==> config.mk <==
export PLATFORM = sky130hd
export DESIGN_NAME = zbt_frame_reader_flat
export DESIGN_NICKNAME = d
export VERILOG_FILES = /design/src/rtl/zbt_frame_reader_pkg.sv /design/src/rtl/zbt_frame_reader_if.sv /design/src/rtl/zbt_frame_reader_addr_calc.sv /design/src/rtl/zbt_frame_reader.sv /design/src/flat_wrapper.sv
export SDC_FILE = /design/constraint.sdc
export NUM_CORES = 1
export LEC_CHECK = 0
export ABC_AREA = 1
export CORE_UTILIZATION = 25
export CTS_BUF_LIST = sky130_fd_sc_hd__clkbuf_8
export DETAILED_ROUTE_END_ITERATION = 8
export PLACE_DENSITY_LB_ADDON = 0.1
export SLEW_MARGIN = 10
export SYNTH_ARGS = -nofsm -noshare
export SYNTH_HDL_FRONTEND = slang
export SYNTH_SLANG_ARGS = --single-unit
==> constraint.sdc <==
create_clock -name i_clock -period 2 [get_ports i_clock]
set_input_delay 0.4 -clock i_clock [delete_from_list [all_inputs] [get_ports i_clock]]
set_output_delay 0.4 -clock i_clock [all_outputs]
set_load 0.02 [all_outputs]
==> src/rtl/zbt_frame_reader_pkg.sv <==
// Shared widths, raster defaults, swap-FSM state type and the frame-buffer address map.
package zbt_frame_reader_pkg;
  localparam int LOG_ADDR     = 19;
  localparam int LOG_MEM      = 36;
  localparam int PIX_W        = 18;
  localparam int DEF_H_ACTIVE = 640;
  localparam int DEF_V_ACTIVE = 480;

  typedef enum logic {
    SW_IDLE,
    SW_PENDING
  } swap_state_e;

  // Each buffer starts 128K words apart; inside a buffer the address is {y, x}.
  function automatic logic [LOG_ADDR-1:0] calc_addr(input logic [9:0] x,
                                                    input logic [8:0] y,
                                                    input logic [1:0] loc);
    return {y, x} + {loc, 17'd0};
  endfunction
endpackage

==> src/rtl/zbt_frame_reader_if.sv <==
// Raster, swap handshake and ZBT bus signals between the display parent and the frame reader.
interface zbt_frame_reader_if;
  import zbt_frame_reader_pkg::*;

  logic [10:0]         hcount;
  logic [9:0]          vcount;
  logic                swap_req;
  logic [1:0]          swap_loc;
  logic [LOG_MEM-1:0]  mem_read_data;
  logic [LOG_ADDR-1:0] mem_addr;
  logic                mem_wr;
  logic [PIX_W-1:0]    pixel;
  logic                pixel_valid;
  logic [1:0]          display_loc;
  logic                swap_ack;

  modport master (
    output hcount, vcount, swap_req, swap_loc, mem_read_data,
    input  mem_addr, mem_wr, pixel, pixel_valid, display_loc, swap_ack
  );

  modport slave (
    input  hcount, vcount, swap_req, swap_loc, mem_read_data,
    output mem_addr, mem_wr, pixel, pixel_valid, display_loc, swap_ack
  );
endinterface

==> src/rtl/zbt_frame_reader_addr_calc.sv <==
// address_calculator: maps a raster (x, y) in buffer loc to its ZBT word address.
module zbt_frame_reader_addr_calc
  import zbt_frame_reader_pkg::*;
(
  input  logic [9:0]          i_x,
  input  logic [8:0]          i_y,
  input  logic [1:0]          i_loc,
  output logic [LOG_ADDR-1:0] o_addr
);
  assign o_addr = calc_addr(i_x, i_y, i_loc);
endmodule

==> src/rtl/zbt_frame_reader.sv <==
// Raster-driven ZBT reader with fixed MEM_LATENCY+2 pixel latency and tear-free buffer swap.
// state      | meaning
// SW_IDLE    | no swap outstanding, display_loc stable
// SW_PENDING | next_loc holds a completed buffer, applied at the next vblank start
module zbt_frame_reader
  import zbt_frame_reader_pkg::*;
#(
  parameter int H_ACTIVE    = DEF_H_ACTIVE,
  parameter int V_ACTIVE    = DEF_V_ACTIVE,
  parameter int MEM_LATENCY = 2
) (
  input logic               i_clock,
  input logic               i_reset,
  zbt_frame_reader_if.slave bus
);
  localparam int          DEPTH = MEM_LATENCY + 2;
  localparam logic [10:0] H_LIM = 11'(H_ACTIVE);
  localparam logic [9:0]  V_LIM = 10'(V_ACTIVE);

  logic                w_active;
  logic                w_vblank_start;
  logic [LOG_ADDR-1:0] w_addr;
  logic                w_unused;
  logic [LOG_ADDR-1:0] r_mem_addr;
  logic [DEPTH-1:0]    r_act_d;
  logic [PIX_W-1:0]    r_pixel;
  swap_state_e         r_state;
  swap_state_e         w_state_nxt;
  logic [1:0]          r_next_loc;
  logic [1:0]          w_next_loc_nxt;
  logic [1:0]          r_display_loc;
  logic [1:0]          w_display_loc_nxt;
  logic                r_swap_ack;
  logic                w_swap_ack_nxt;

  assign w_active       = (bus.hcount < H_LIM) && (bus.vcount < V_LIM);
  assign w_vblank_start = (bus.hcount == 11'd0) && (bus.vcount == V_LIM);
  assign w_unused       = ^bus.mem_read_data[LOG_MEM-PIX_W-1:0];

  zbt_frame_reader_addr_calc u_addr_calc (
    .i_x    (bus.hcount[9:0]),
    .i_y    (bus.vcount[8:0]),
    .i_loc  (r_display_loc),
    .o_addr (w_addr)
  );

  // act_d[MEM_LATENCY] lines up with the returning read; its next stage is pixel_valid.
  always_ff @(posedge i_clock) begin
    if (!i_reset) begin
      r_mem_addr <= '0;
      r_act_d    <= '0;
      r_pixel    <= '0;
    end else begin
      r_mem_addr <= w_active ? w_addr : '0;
      r_act_d    <= {r_act_d[DEPTH-2:0], w_active};
      r_pixel    <= r_act_d[MEM_LATENCY] ? bus.mem_read_data[LOG_MEM-1:LOG_MEM-PIX_W] : '0;
    end
  end

  always_ff @(posedge i_clock) begin
    if (!i_reset) begin
      r_state       <= SW_IDLE;
      r_next_loc    <= 2'd0;
      r_display_loc <= 2'd0;
      r_swap_ack    <= 1'b0;
    end else begin
      r_state       <= w_state_nxt;
      r_next_loc    <= w_next_loc_nxt;
      r_display_loc <= w_display_loc_nxt;
      r_swap_ack    <= w_swap_ack_nxt;
    end
  end

  always_comb begin
    w_state_nxt       = r_state;
    w_next_loc_nxt    = r_next_loc;
    w_display_loc_nxt = r_display_loc;
    w_swap_ack_nxt    = 1'b0;
    case (r_state)
      SW_IDLE: begin
        if (bus.swap_req) begin
          w_next_loc_nxt = bus.swap_loc;
          w_state_nxt    = SW_PENDING;
        end
      end
      SW_PENDING: begin
        if (w_vblank_start) begin
          w_display_loc_nxt = r_next_loc;
          w_swap_ack_nxt    = 1'b1;
          w_state_nxt       = SW_IDLE;
        end
        // A request on the swap cycle itself is queued for the following frame.
        if (bus.swap_req) begin
          w_next_loc_nxt = bus.swap_loc;
          w_state_nxt    = SW_PENDING;
        end
      end
      default: w_state_nxt = SW_IDLE;
    endcase
  end

  assign bus.mem_addr    = r_mem_addr;
  assign bus.mem_wr      = 1'b0;
  assign bus.pixel       = r_pixel;
  assign bus.pixel_valid = r_act_d[DEPTH-1];
  assign bus.display_loc = r_display_loc;
  assign bus.swap_ack    = r_swap_ack;
endmodule

==> src/flat_wrapper.sv <==
// flat-port wrapper written by rule: the top's interface ports become plain ports
module zbt_frame_reader_flat import zbt_frame_reader_pkg::*;
#(
  parameter int H_ACTIVE    = DEF_H_ACTIVE,
  parameter int V_ACTIVE    = DEF_V_ACTIVE,
  parameter int MEM_LATENCY = 2
)
  (i_clock, i_reset, bus_hcount, bus_vcount, bus_swap_req, bus_swap_loc, bus_mem_read_data, bus_mem_addr, bus_mem_wr, bus_pixel, bus_pixel_valid, bus_display_loc, bus_swap_ack);
  zbt_frame_reader_if bus_i ();
  input logic i_clock;
  input logic i_reset;
  input wire logic [$bits(bus_i.hcount)-1:0] bus_hcount;
  input wire logic [$bits(bus_i.vcount)-1:0] bus_vcount;
  input wire logic [$bits(bus_i.swap_req)-1:0] bus_swap_req;
  input wire logic [$bits(bus_i.swap_loc)-1:0] bus_swap_loc;
  input wire logic [$bits(bus_i.mem_read_data)-1:0] bus_mem_read_data;
  output wire logic [$bits(bus_i.mem_addr)-1:0] bus_mem_addr;
  output wire logic [$bits(bus_i.mem_wr)-1:0] bus_mem_wr;
  output wire logic [$bits(bus_i.pixel)-1:0] bus_pixel;
  output wire logic [$bits(bus_i.pixel_valid)-1:0] bus_pixel_valid;
  output wire logic [$bits(bus_i.display_loc)-1:0] bus_display_loc;
  output wire logic [$bits(bus_i.swap_ack)-1:0] bus_swap_ack;
  assign bus_i.hcount = bus_hcount;
  assign bus_i.vcount = bus_vcount;
  assign bus_i.swap_req = bus_swap_req;
  assign bus_i.swap_loc = bus_swap_loc;
  assign bus_i.mem_read_data = bus_mem_read_data;
  assign bus_mem_addr = bus_i.mem_addr;
  assign bus_mem_wr = bus_i.mem_wr;
  assign bus_pixel = bus_i.pixel;
  assign bus_pixel_valid = bus_i.pixel_valid;
  assign bus_display_loc = bus_i.display_loc;
  assign bus_swap_ack = bus_i.swap_ack;
  zbt_frame_reader #(.H_ACTIVE(H_ACTIVE), .V_ACTIVE(V_ACTIVE), .MEM_LATENCY(MEM_LATENCY)) u_core (.i_clock(i_clock), .i_reset(i_reset), .bus(bus_i));
endmodule
; Yosys cells after proc, flatten, opt, wreduce, memory -nomap -nowiden
; Index checks and enable logic that the tools add are counted.
[word_totals]
reg_bits = 47
input_bits = 62
out_inout_bits = 42
wordCells = 25
[op_classes]
n_addsub = 1
order_cmp = 2
eq_ne = 1
n_mux = 6
n_bitwise = 1
n_reduce_logical = 7
[ops]
columns = cell, n
row1 = $add A19 B19 Y19, 1
row2 = $logic_not A11 Y1, 1
row3 = $lt A11 B10 Y1 const B, 1
row4 = $eq A10 B9 Y1 const B, 1
row5 = $lt A10 B9 Y1 const B, 1
row6 = $reduce_and A2 Y1, 4
row7 = $mux W1, 4
row8 = $logic_and A1 B1 Y1, 2
row9 = $mux W2, 1
row10 = $pmux W1 S2, 1
row11 = $not A1 Y1, 1

; Logic depth before layout (Yosys ltp)
; Gate-level depths: netlist (run 1).
[logic_depth]
word_depth = 5
depth_mapped = 8
ltp_nobuf = 8

; Modules after synthesis
; From an unflattened synthesis (run 1), not the netlist that was laid out.
[unflattened]
cells_unflattened = 228
area_unflattened_um2 = 1818.0
[modules_own_cells]
columns = mod, instances, cells_per_inst, area_per_inst_um2, seq_area_each_um2
row1 = zbt_frame_reader, 1, 201, 1642.8, 940.9
row2 = zbt_frame_reader_addr_calc, 1, 27, 175.2, 0.0

; Worst setup path before layout (run 1)
; Ideal clock, no wire load.
[synth_timing]
path_kind = input port to flip-flop
start = input i_reset
end = register u_core.r_mem_addr[18], in the netlist u_core.bus.mem_addr[18]
setup_time_ns = 0.062
arrival_ns = 1.055
required_ns = 1.938
setup_slack_ns = 0.883
cell_stages = 6
path_buffers = 2
path_cell_list = buf_6 > inv_4 > nor4_4 > o21ai_2 > buf_6 > nor2_2
[synth_between]
elab_chain_cells = 1
[synth_lines]
columns = item, line_no
row1 = "start, declared", flat_wrapper.sv:11  ; input logic i_reset;
row2 = $reduce_and A2 Y1 (no source line), n/a
row3 = "end signal, assigned", zbt_frame_reader.sv:54  ; r_mem_addr <= w_active ? w_addr : '0;
row4 = "end, declared", zbt_frame_reader.sv:24  ; logic [LOG_ADDR-1:0] r_mem_addr;
; No other way between the ends.
; A chain may end at the register's enable or synchronous reset.

; Worst setup path after layout (run 1)
[layout_timing]
start = register u_core.r_display_loc[1], in the netlist u_core.bus.display_loc[1]
end = output bus_display_loc[1]
[layout_rtl]
columns = item, line_no
row1 = "start, declared", zbt_frame_reader.sv:31  ; logic [1:0] r_display_loc;
row2 = "start signal, assigned", zbt_frame_reader.sv:69  ; r_display_loc <= w_display_loc_nxt;
row3 = "end, declared", flat_wrapper.sv:21  ; output wire logic [$bits(bus_i.display_loc)-1:0] bus_display_loc;
; No word-level cell between the ends.

==> flow_summary.yaml, run 1 <==
grt:
  overflow: 0
  grt_pass1_wl_um: 6110
  grt_util_all_layers_pct: 11.4
  grt_pass1_vias: 1293
  antenna_found_initial: 0
  grt_max_degree: 20
yosys:
  yosysSeqAreaShare_pct: 57.3
  yosysWarnings: 0
  synth_area_leaders: "dfxtp_1, inv_1, nor2_1, nor2_2, nand2_1"
  post-synth-top-area-cell: "dfxtp_1"
  synth_cells: 193
  ys_ff_latch: 47
  synth_area_um2: 1640
  yosys-top-cells-count: "dfxtp_1, inv_1, nor2_1"
  syn_avg_cell_area_um2: 8.51
  syn_nets: 256
  synth_cell_type_count: 20
  yosys.area.top_type_share_pct: 57.3
  async_reset_ff_share_pct: 0
  ys.flop_type: "dfxtp_1"
  synth_edf_count: 0
power_and_ir_drop:
  vdd_drop_max_uv: 264
  powerDensity_nw_per_um2: 684
  p_leak_nw: 1.20
  fin_total_pwr_mw: 1.84
final_layout:
  drive_gt1_share_pct: 12.7
  diodes: 0
  n_fill_cell: 655
  design_area_um2: 2690
  final-seq-area_um2: 941
  syn2layout_area_growth_pct: 63.7
  fin_util_pct: 42.3
  multiInputGateArea_um2: 473
  final_nets: 346
floorplanning:
  num_io_pins: 104
  core_um2: 6350
  die_h_um: 83.1
  rows: 29
  fp.dieW_um: 83.1
  die_area_um2: 6900
  start_util_pct: 25.9
setup_path:
  critPathArrivalTime_ns: 1.33
  endpoint_kind: "primary output"
  path_buf_inv: 1
  cp_cell_sequence: "clkdlybuf4s50_1"
  crit_family: "buffers and inverters"
  max_stage_delay_ns: 0.64
  crit_type: "reg -> out"
  path_max_fanout: 3
  required_ns: 1.60
  cp_slowest_cell: "clkdlybuf4s50_1"
  cp-start-kind: "flop"
placement:
  hpwl_um: 2790
  place_ws_ns: 0.194
  gp_congestion: 0.725
  place_area_um2: 2580
  port_buffers: 84
timing:
  finalCriticalPeriod_ns: 1.73
  finClkSkew_ns: 0.00566
  grt_setup_unrepaired: "no"
  finalHoldViolCount: 0
  fin_ws_ns: 0.271
  period_share_pct: 86.4
  slew_violations: 0
  fmax_mhz: 578
  fin_setup_tns_ns: 0
  setup_viol: 0
routing:
  first_iter_violations: 26
  routed_wl_um: 3540
  ant_nets: 0
  remaining_drc_errors: 0
  dr.pass1.iters: 6
  wl_per_cell_um: 9.82
  vias: 1360
  routed_via_density: 3.77
min_path:
  hold_path.class: "reg -> reg"
clocking:
  clock_sinks: 47
  post_cts_buffers: 0
  cts_tree: "yes"
  cts_resized: 0
  cts_made_buffers: 5
  htreeDepth: 2
  clock_path_buffers: 2
  clk-insertion-delay-late_ns: 0.30
  cts.clk_slew.worst_paths_ns: 0.09
  cts_hold_buf: 0
  clockRootBuffer: "clkbuf_8"
job:
  cap_viol_max_count: 0
outcome:
  outcome: "completed"
-- cells in the final DEF, fill, tap and decap left out, drive strengths merged --
| cell | instances |
|---|---|
| nand3 | 5 |
| dfxtp | 47 |
| xnor2 | 2 |
| nand2 | 14 |
| ha | 1 |
| clkdlybuf4s50 | 84 |
| clkinv | 2 |
| nand4 | 4 |
| clkbuf | 5 |
| inv | 48 |
| o21ai | 3 |
| nor2 | 58 |
| a21oi | 3 |
| conb | 1 |
| nor4 | 2 |
| buf | 4 |
| bufinv | 1 |
-- power breakdown --
| part | switching [mW] | total, mW | internal (mW) |
|---|---|---|---|
| logic | 0.0830 | 0.196 | 0.113 |
| registers | 0.00428 | 0.954 | 0.950 |
| clock network | 0.316 | 0.689 | 0.372 |
| total | 0.404 | 1.84 | 1.44 |
-- logic make-up after synthesis --
| logic type | after synthesis | synth area share, % |
|---|---|---|
| and+or+nand+nor | 83 | 24.7 |
| AOI/OAI and AO/OA | 6 | 2.06 |
| xor gates and xnor gates | 2 | 1.07 |
| DFF | 47 | 57.3 |
| buffers and inverters | 53 | 13.9 |
| other | 1 | 0.228 |
| adders and majority gates | 1 | 0.761 |
-- state kept, by name, summed over array words and instances, names as in the netlist --
name / count
u_core.r_act_d: 4
u_core.bus.swap_ack: 1
u_core.bus.display_loc: 2
u_core.r_next_loc: 2
u_core.bus.mem_addr: 19
u_core.r_state: 1
u_core.bus.pixel: 18
-- path summary, 6_finish.rpt --
check                                        to  slack, ns  cells past startpoint                                    from
max                          bus_display_loc[1]       0.27                      1  u_core.bus.display_loc[1]$_SDFFE_PN0P_
min                u_core.r_act_d[2]$_SDFF_PN0_       0.42                      2            u_core.r_act_d[1]$_SDFF_PN0_
max reg2reg  u_core.bus.mem_addr[18]$_SDFF_PN0_       1.12                      4  u_core.bus.display_loc[1]$_SDFFE_PN0P_
min reg2reg        u_core.r_act_d[2]$_SDFF_PN0_       0.42                      2            u_core.r_act_d[1]$_SDFF_PN0_
-- layout make-up --
class,count,share of cell area (%)
Multi-Input combinational cell,93,17.6
Clock inverter,3,1.63
Tap cell,77,3.58
Sequential cell,47,35.0
Clock buffer,5,2.56
Inverter,48,6.79
Timing Repair Buffer,88,32.9
-- routing by layer --
| layer | track usage, % | part of all wire (%) | vias to the layer above |
|---|---|---|---|
| met5 | 0 | 0 | - |
| met4 | 5.33 | 2.6 | 0 |
| met3 | 3.78 | 7.4 | 7 |
| met2 | 17.3 | 45 | 50 |
| met1 | 14.5 | 45 | 572 |
| li1 | - | - | 731 |
-- per-stage QoR --
stage          hold slack, ns  instances
2_1_floorplan           0.390        193
3_3_place_gp            0.395        353
3_5_place_dp            0.411        353
4_1_cts                 0.430        361
5_1_grt                 0.434        361
6_report                0.425        361
(Power assumes the default switching activity.)
==> inputs of run 2 (changes only) <==
--- a/config.mk
+++ b/config.mk
@@ -10,6 +10,7 @@
 export CTS_BUF_LIST = sky130_fd_sc_hd__clkbuf_8
 export DETAILED_ROUTE_END_ITERATION = 8
 export PLACE_DENSITY_LB_ADDON = 0.1
+export RECOVER_POWER = 100
 export SLEW_MARGIN = 10
 export SYNTH_ARGS = -nofsm -noshare
 export SYNTH_HDL_FRONTEND = slang
==> constraint.sdc (replaced) <==
create_clock -name i_clock -period 2.15 [get_ports i_clock]
set_input_delay 0.43 -clock i_clock [delete_from_list [all_inputs] [get_ports i_clock]]
set_output_delay 0.43 -clock i_clock [all_outputs]
set_load 0.02 [all_outputs]
==> flow_summary.yaml, run 2 (synthesis gave the netlist of run 1 again) <==
setup_path:
  reg2reg_slack_ns: 1.25
  path_buf_inv: 1
  cp-startpoint: "u_core.bus.display_loc[1]$_SDFFE_PN0P_"
  reg2reg_from: "u_core.r_act_d[2]$_SDFF_PN0_"
  crit_type: "reg -> out"
  cp_num_cells: 1
  r2r-end: "u_core.bus.pixel[11]$_SDFF_PN0_"
  cp_slowest_cell: "dlygate4sd3_1"
  reg2reg_depth: 3
  required_ns: 1.72
  endpoint: "bus_display_loc[1]"
  max_stage_delay_ns: 0.69
  crit_family: "buffers and inverters"
  cp_cell_sequence: "dlygate4sd3_1"
  path_max_fanout: 3
  critPathArrivalTime_ns: 1.38
  cp-start-kind: "flop"
  endpoint_kind: "primary output"
timing:
  period_share_pct: 84.3
  fin_setup_tns_ns: 0
  finalCriticalPeriod_ns: 1.81
  whs_ns: 0.421
  fmax_mhz: 552
  slew_violations: 0
  grt_setup_unrepaired: "no"
  setup_viol: 0
  finalHoldViolCount: 0
  fin_ws_ns: 0.338
  finClkSkew_ns: 0.00491
routing:
  vias: 1379
  remaining_drc_errors: 0
  dr.pass1.iters: 6
  routed_wl_um: 3600
  wl_per_cell_um: 9.96
  routed_via_density: 3.82
  ant_nets: 0
  first_iter_violations: 45
clocking:
  clk-insertion-delay-late_ns: 0.29
  cts_hold_buf: 0
  cts_made_buffers: 5
  clock_sinks: 47
  cts_resized: 0
  cts_tree: "yes"
  post_cts_buffers: 0
  htreeDepth: 2
  cts.clk_slew.worst_paths_ns: 0.08
  clock_path_buffers: 2
  clockRootBuffer: "clkbuf_8"
final_layout:
  largest_reg_flops: 19
  stdcell_count: 361
  layout_commonest_cell: "nor2_1"
  design_area_um2: 2630
  fin_util_pct: 41.4
  multiInputGateArea_um2: 429
  syn2layout_area_growth_pct: 59.9
  final-seq-area_um2: 941
  drive_gt1_share_pct: 6.69
  final_nets: 346
  diodes: 0
  layout_common_cells: "nor2_1, inv_1, dfxtp_1"
  n_fill_cell: 644
placement:
  place_area_um2: 2580
  port_buffers: 84
  hpwl_um: 2750
  gp_congestion: 0.724
  place_ws_ns: 0.333
  dp.cells: 353
grt:
  antenna_found_initial: 0
  grt_max_degree: 20
  grt_pass1_vias: 1322
  grt_util_met1_pct: 14.1
  gr-max-usage-layer: "met2"
  grt_util_all_layers_pct: 11.5
  met3_usage_pct: 3.38
  grt_pass1_wl_um: 6200
  overflow: 0
  grtUsageMet2_pct: 18.4
power_and_ir_drop:
  vdd_drop_max_uv: 221
  powerDensity_nw_per_um2: 624
  fin_total_pwr_mw: 1.64
  p_leak_nw: 1.33
floorplanning:
  fp.dieW_um: 83.1
  core_um2: 6350
  num_io_pins: 104
  rows: 29
  start_util_pct: 25.9
  die_h_um: 83.1
  die_area_um2: 6900
job:
  cap_viol_max_count: 0
outcome:
  outcome: "completed"
min_path:
  hold_depth: 2
  hold_path.class: "reg -> reg"
-- run 2: changes by cell type in the layout (fill, tap and decap cells not counted), moves of 2 or more --
cell / previous run / this run
clkdlybuf4s50_1: 84 / 41
dlygate4sd3_1: 0 / 43
nor2_1: 37 / 51
nor2_2: 20 / 7
buf_4: 3 / 0
clkbuf_1: 0 / 2
clkbuf_8: 5 / 7
-- run 2: layer usage --
| layer | vias to the layer above | wire [µm] |
|---|---|---|
| met5 | - | 0 |
| met4 | 0 | 81 |
| met3 | 7 | 255 |
| met2 | 53 | 1650 |
| met1 | 592 | 1610 |
| li1 | 727 | - |
-- run 2: area by class of cell --
cell class / count / share of cell area [%]
Sequential cell: 47 / 35.8
Timing Repair Buffer: 88 / 33.3
Multi-Input combinational cell: 93 / 16.3
Inverter: 48 / 6.96
Clock buffer: 7 / 3.67
Tap cell: 77 / 3.67
Clock inverter: 1 / 0.286
-- run 2: power by group --
group	switching (mW)	internal (mW)
clock	0.288	0.293
sequential	0.00359	0.884
combinational	0.0728	0.0989
-- run 2: worst min path at each step --
| stage | start | end | slack, ns |
|---|---|---|---|
| finish | u_core.r_act_d[1]$_SDFF_PN0_ | u_core.r_act_d[2]$_SDFF_PN0_ | 0.42 |
| CTS | u_core.r_act_d[1]$_SDFF_PN0_ | u_core.r_act_d[2]$_SDFF_PN0_ | 0.43 |
| global placement | u_core.r_act_d[1]$_SDFF_PN0_ | u_core.r_act_d[2]$_SDFF_PN0_ | 0.40 |
| detailed placement | u_core.r_act_d[1]$_SDFF_PN0_ | u_core.r_act_d[2]$_SDFF_PN0_ | 0.41 |
| floorplan | u_core.r_act_d[0]$_SDFF_PN0_ | u_core.r_act_d[1]$_SDFF_PN0_ | 0.39 |
| global route | u_core.r_act_d[0]$_SDFF_PN0_ | u_core.r_act_d[1]$_SDFF_PN0_ | 0.46 |
==> inputs of run 3 (changes only) <==
==> constraint.sdc (replaced) <==
create_clock -name i_clock -period 1.6 [get_ports i_clock]
set_input_delay 0.32 -clock i_clock [delete_from_list [all_inputs] [get_ports i_clock]]
set_output_delay 0.32 -clock i_clock [all_outputs]
set_load 0.02 [all_outputs]
==> flow_summary.yaml, run 3 (synthesis gave the netlist of run 1 again) <==
placement:
  gp_congestion: 0.739
  hpwl_um: 2820
  place_ws_ns: -0.0509
  place_area_um2: 2630
  port_buffers: 84
grt:
  grt_max_degree: 20
  grt_util_met1_pct: 14.7
  gr-max-usage-layer: "met2"
  grtUsageMet2_pct: 17.4
  grt_pass1_vias: 1266
  antenna_found_initial: 0
  grt_util_all_layers_pct: 11.3
  grt_pass1_wl_um: 6080
  overflow: 0
  met3_usage_pct: 3.28
final_layout:
  fin_util_pct: 41.9
  layout_common_cells: "clkdlybuf4s50_1, nor2_1, inv_1, dfxtp_1, nand2_1"
  final_nets: 352
  drive_gt1_share_pct: 8.28
  syn2layout_area_growth_pct: 62.0
  design_area_um2: 2660
  layout_commonest_cell: "clkdlybuf4s50_1"
  diodes: 0
  largest_reg_flops: 19
timing:
  slew_violations: 0
  setup_viol: 0
  grt_setup_unrepaired: "no"
  fmax_mhz: 644
  fin_ws_ns: 0.0461
  finalCriticalPeriod_ns: 1.55
  finalHoldViolCount: 0
  period_share_pct: 97.1
  finClkSkew_ns: 0.00137
  whs_ns: 0.420
routing:
  vias: 1387
  routed_wl_um: 3620
  routed_via_density: 3.78
  wl_per_cell_um: 9.86
  remaining_drc_errors: 2
  first_iter_violations: 35
  dr.pass1.iters: 6
  ant_nets: 0
setup_path:
  r2r-end: "u_core.bus.mem_addr[18]$_SDFF_PN0_"
  cp-start-kind: "flop"
  crit_family: "buffers and inverters"
  cp-startpoint: "u_core.bus.mem_addr[3]$_SDFF_PN0_"
  reg2reg_from: "u_core.bus.display_loc[0]$_SDFFE_PN0P_"
  cp_slowest_cell: "clkdlybuf4s50_1"
  endpoint: "bus_mem_addr[3]"
  endpoint_kind: "primary output"
  required_ns: 1.28
  reg2reg_depth: 4
  critPathArrivalTime_ns: 1.23
  crit_type: "reg -> out"
  cp_cell_sequence: "clkdlybuf4s50_1"
  cp_num_cells: 1
  path_max_fanout: 1
  max_stage_delay_ns: 0.62
  path_buf_inv: 1
  reg2reg_slack_ns: 0.70
clocking:
  cts_hold_buf: 0
  htreeDepth: 2
  cts_resized: 2
  cts_made_buffers: 5
  cts.clk_slew.worst_paths_ns: 0.08
  cts_tree: "yes"
  clockRootBuffer: "clkbuf_8"
  post_cts_buffers: 0
  clk-insertion-delay-late_ns: 0.29
  clock_path_buffers: 2
  clock_sinks: 47
floorplanning:
  core_um2: 6350
  rows: 29
  die_h_um: 83.1
  num_io_pins: 104
  start_util_pct: 25.9
  fp.dieW_um: 83.1
  die_area_um2: 6900
power_and_ir_drop:
  powerDensity_nw_per_um2: 834
  p_leak_nw: 1.23
  fin_total_pwr_mw: 2.22
  vdd_drop_max_uv: 333
outcome:
  violations: "design-rule violations"
  outcome: "finished, violations left"
job:
  cap_viol_max_count: 0
min_path:
  hold_depth: 2
  hold_path.class: "reg -> reg"
-- run 3: cell count changes in the layout (fill, tap and decap cells not counted), moves of 2 or more --
cell             previous run  this run
buf_4                       0         7
clkdlybuf4s50_1            41        79
dlygate4sd2_1               0         2
dlygate4sd3_1              43         2
nor2_1                     51        53
nor2_2                      7         5
-- run 3: report_power, final --
group / total, mW / internal, mW / leakage, nW / switching [mW]
sequential: 1.19 / 1.19 / 0.381 / 0.00540
clock: 0.783 / 0.393 / 0.0505 / 0.389
combinational: 0.244 / 0.145 / 0.798 / 0.0987
total: 2.22 / 1.73 / 1.23 / 0.494
-- run 3: layer usage --
metal,up-vias,part of all wire (%)
met3,5,4.8
met4,0,1.2
met1,599,48
li1,741,-
met5,-,0
met2,42,46
-- run 3: worst min-delay path by stage --
stage | from | end | slack [ns]
2_1_floorplan | u_core.r_act_d[0]$_SDFF_PN0_ | u_core.r_act_d[1]$_SDFF_PN0_ | 0.39
3_3_place_gp | u_core.r_act_d[1]$_SDFF_PN0_ | u_core.r_act_d[2]$_SDFF_PN0_ | 0.40
3_5_place_dp | u_core.r_act_d[1]$_SDFF_PN0_ | u_core.r_act_d[2]$_SDFF_PN0_ | 0.41
4_1_cts | u_core.r_act_d[1]$_SDFF_PN0_ | u_core.r_act_d[2]$_SDFF_PN0_ | 0.43
5_1_grt | u_core.r_act_d[1]$_SDFF_PN0_ | u_core.r_act_d[2]$_SDFF_PN0_ | 0.45
6_report | u_core.r_act_d[1]$_SDFF_PN0_ | u_core.r_act_d[2]$_SDFF_PN0_ | 0.42
-- run 3: cell type report --
cell class              count  area [µm²]
clock buffers               7        96.3
well taps                  77        96.3
repair buffers             94         913
inverters                  48         183
multi-input cells          93         424
clock inverters             1        7.51
fillers                   665        3690
flip-flops and latches     47         941
-- run 3: metrics by stage --
stage | std cells | setup TNS [ns]
finish | 367 | 0
global route | 367 | 0
CTS | 367 | 0
detailed placement | 359 | -0.813
global placement | 359 | -0.868
floorplan | 193 | 0
-- run 3: worst register-to-register path: cells and delay by family, from the launching register on --
kind	cells	cell delay, ns
xor gates and xnor gates	1	0.16
adders and majority gates	1	0.21
buffers and inverters	1	0.06
DFF	1	0.34
and+or+nand+nor	1	0.08
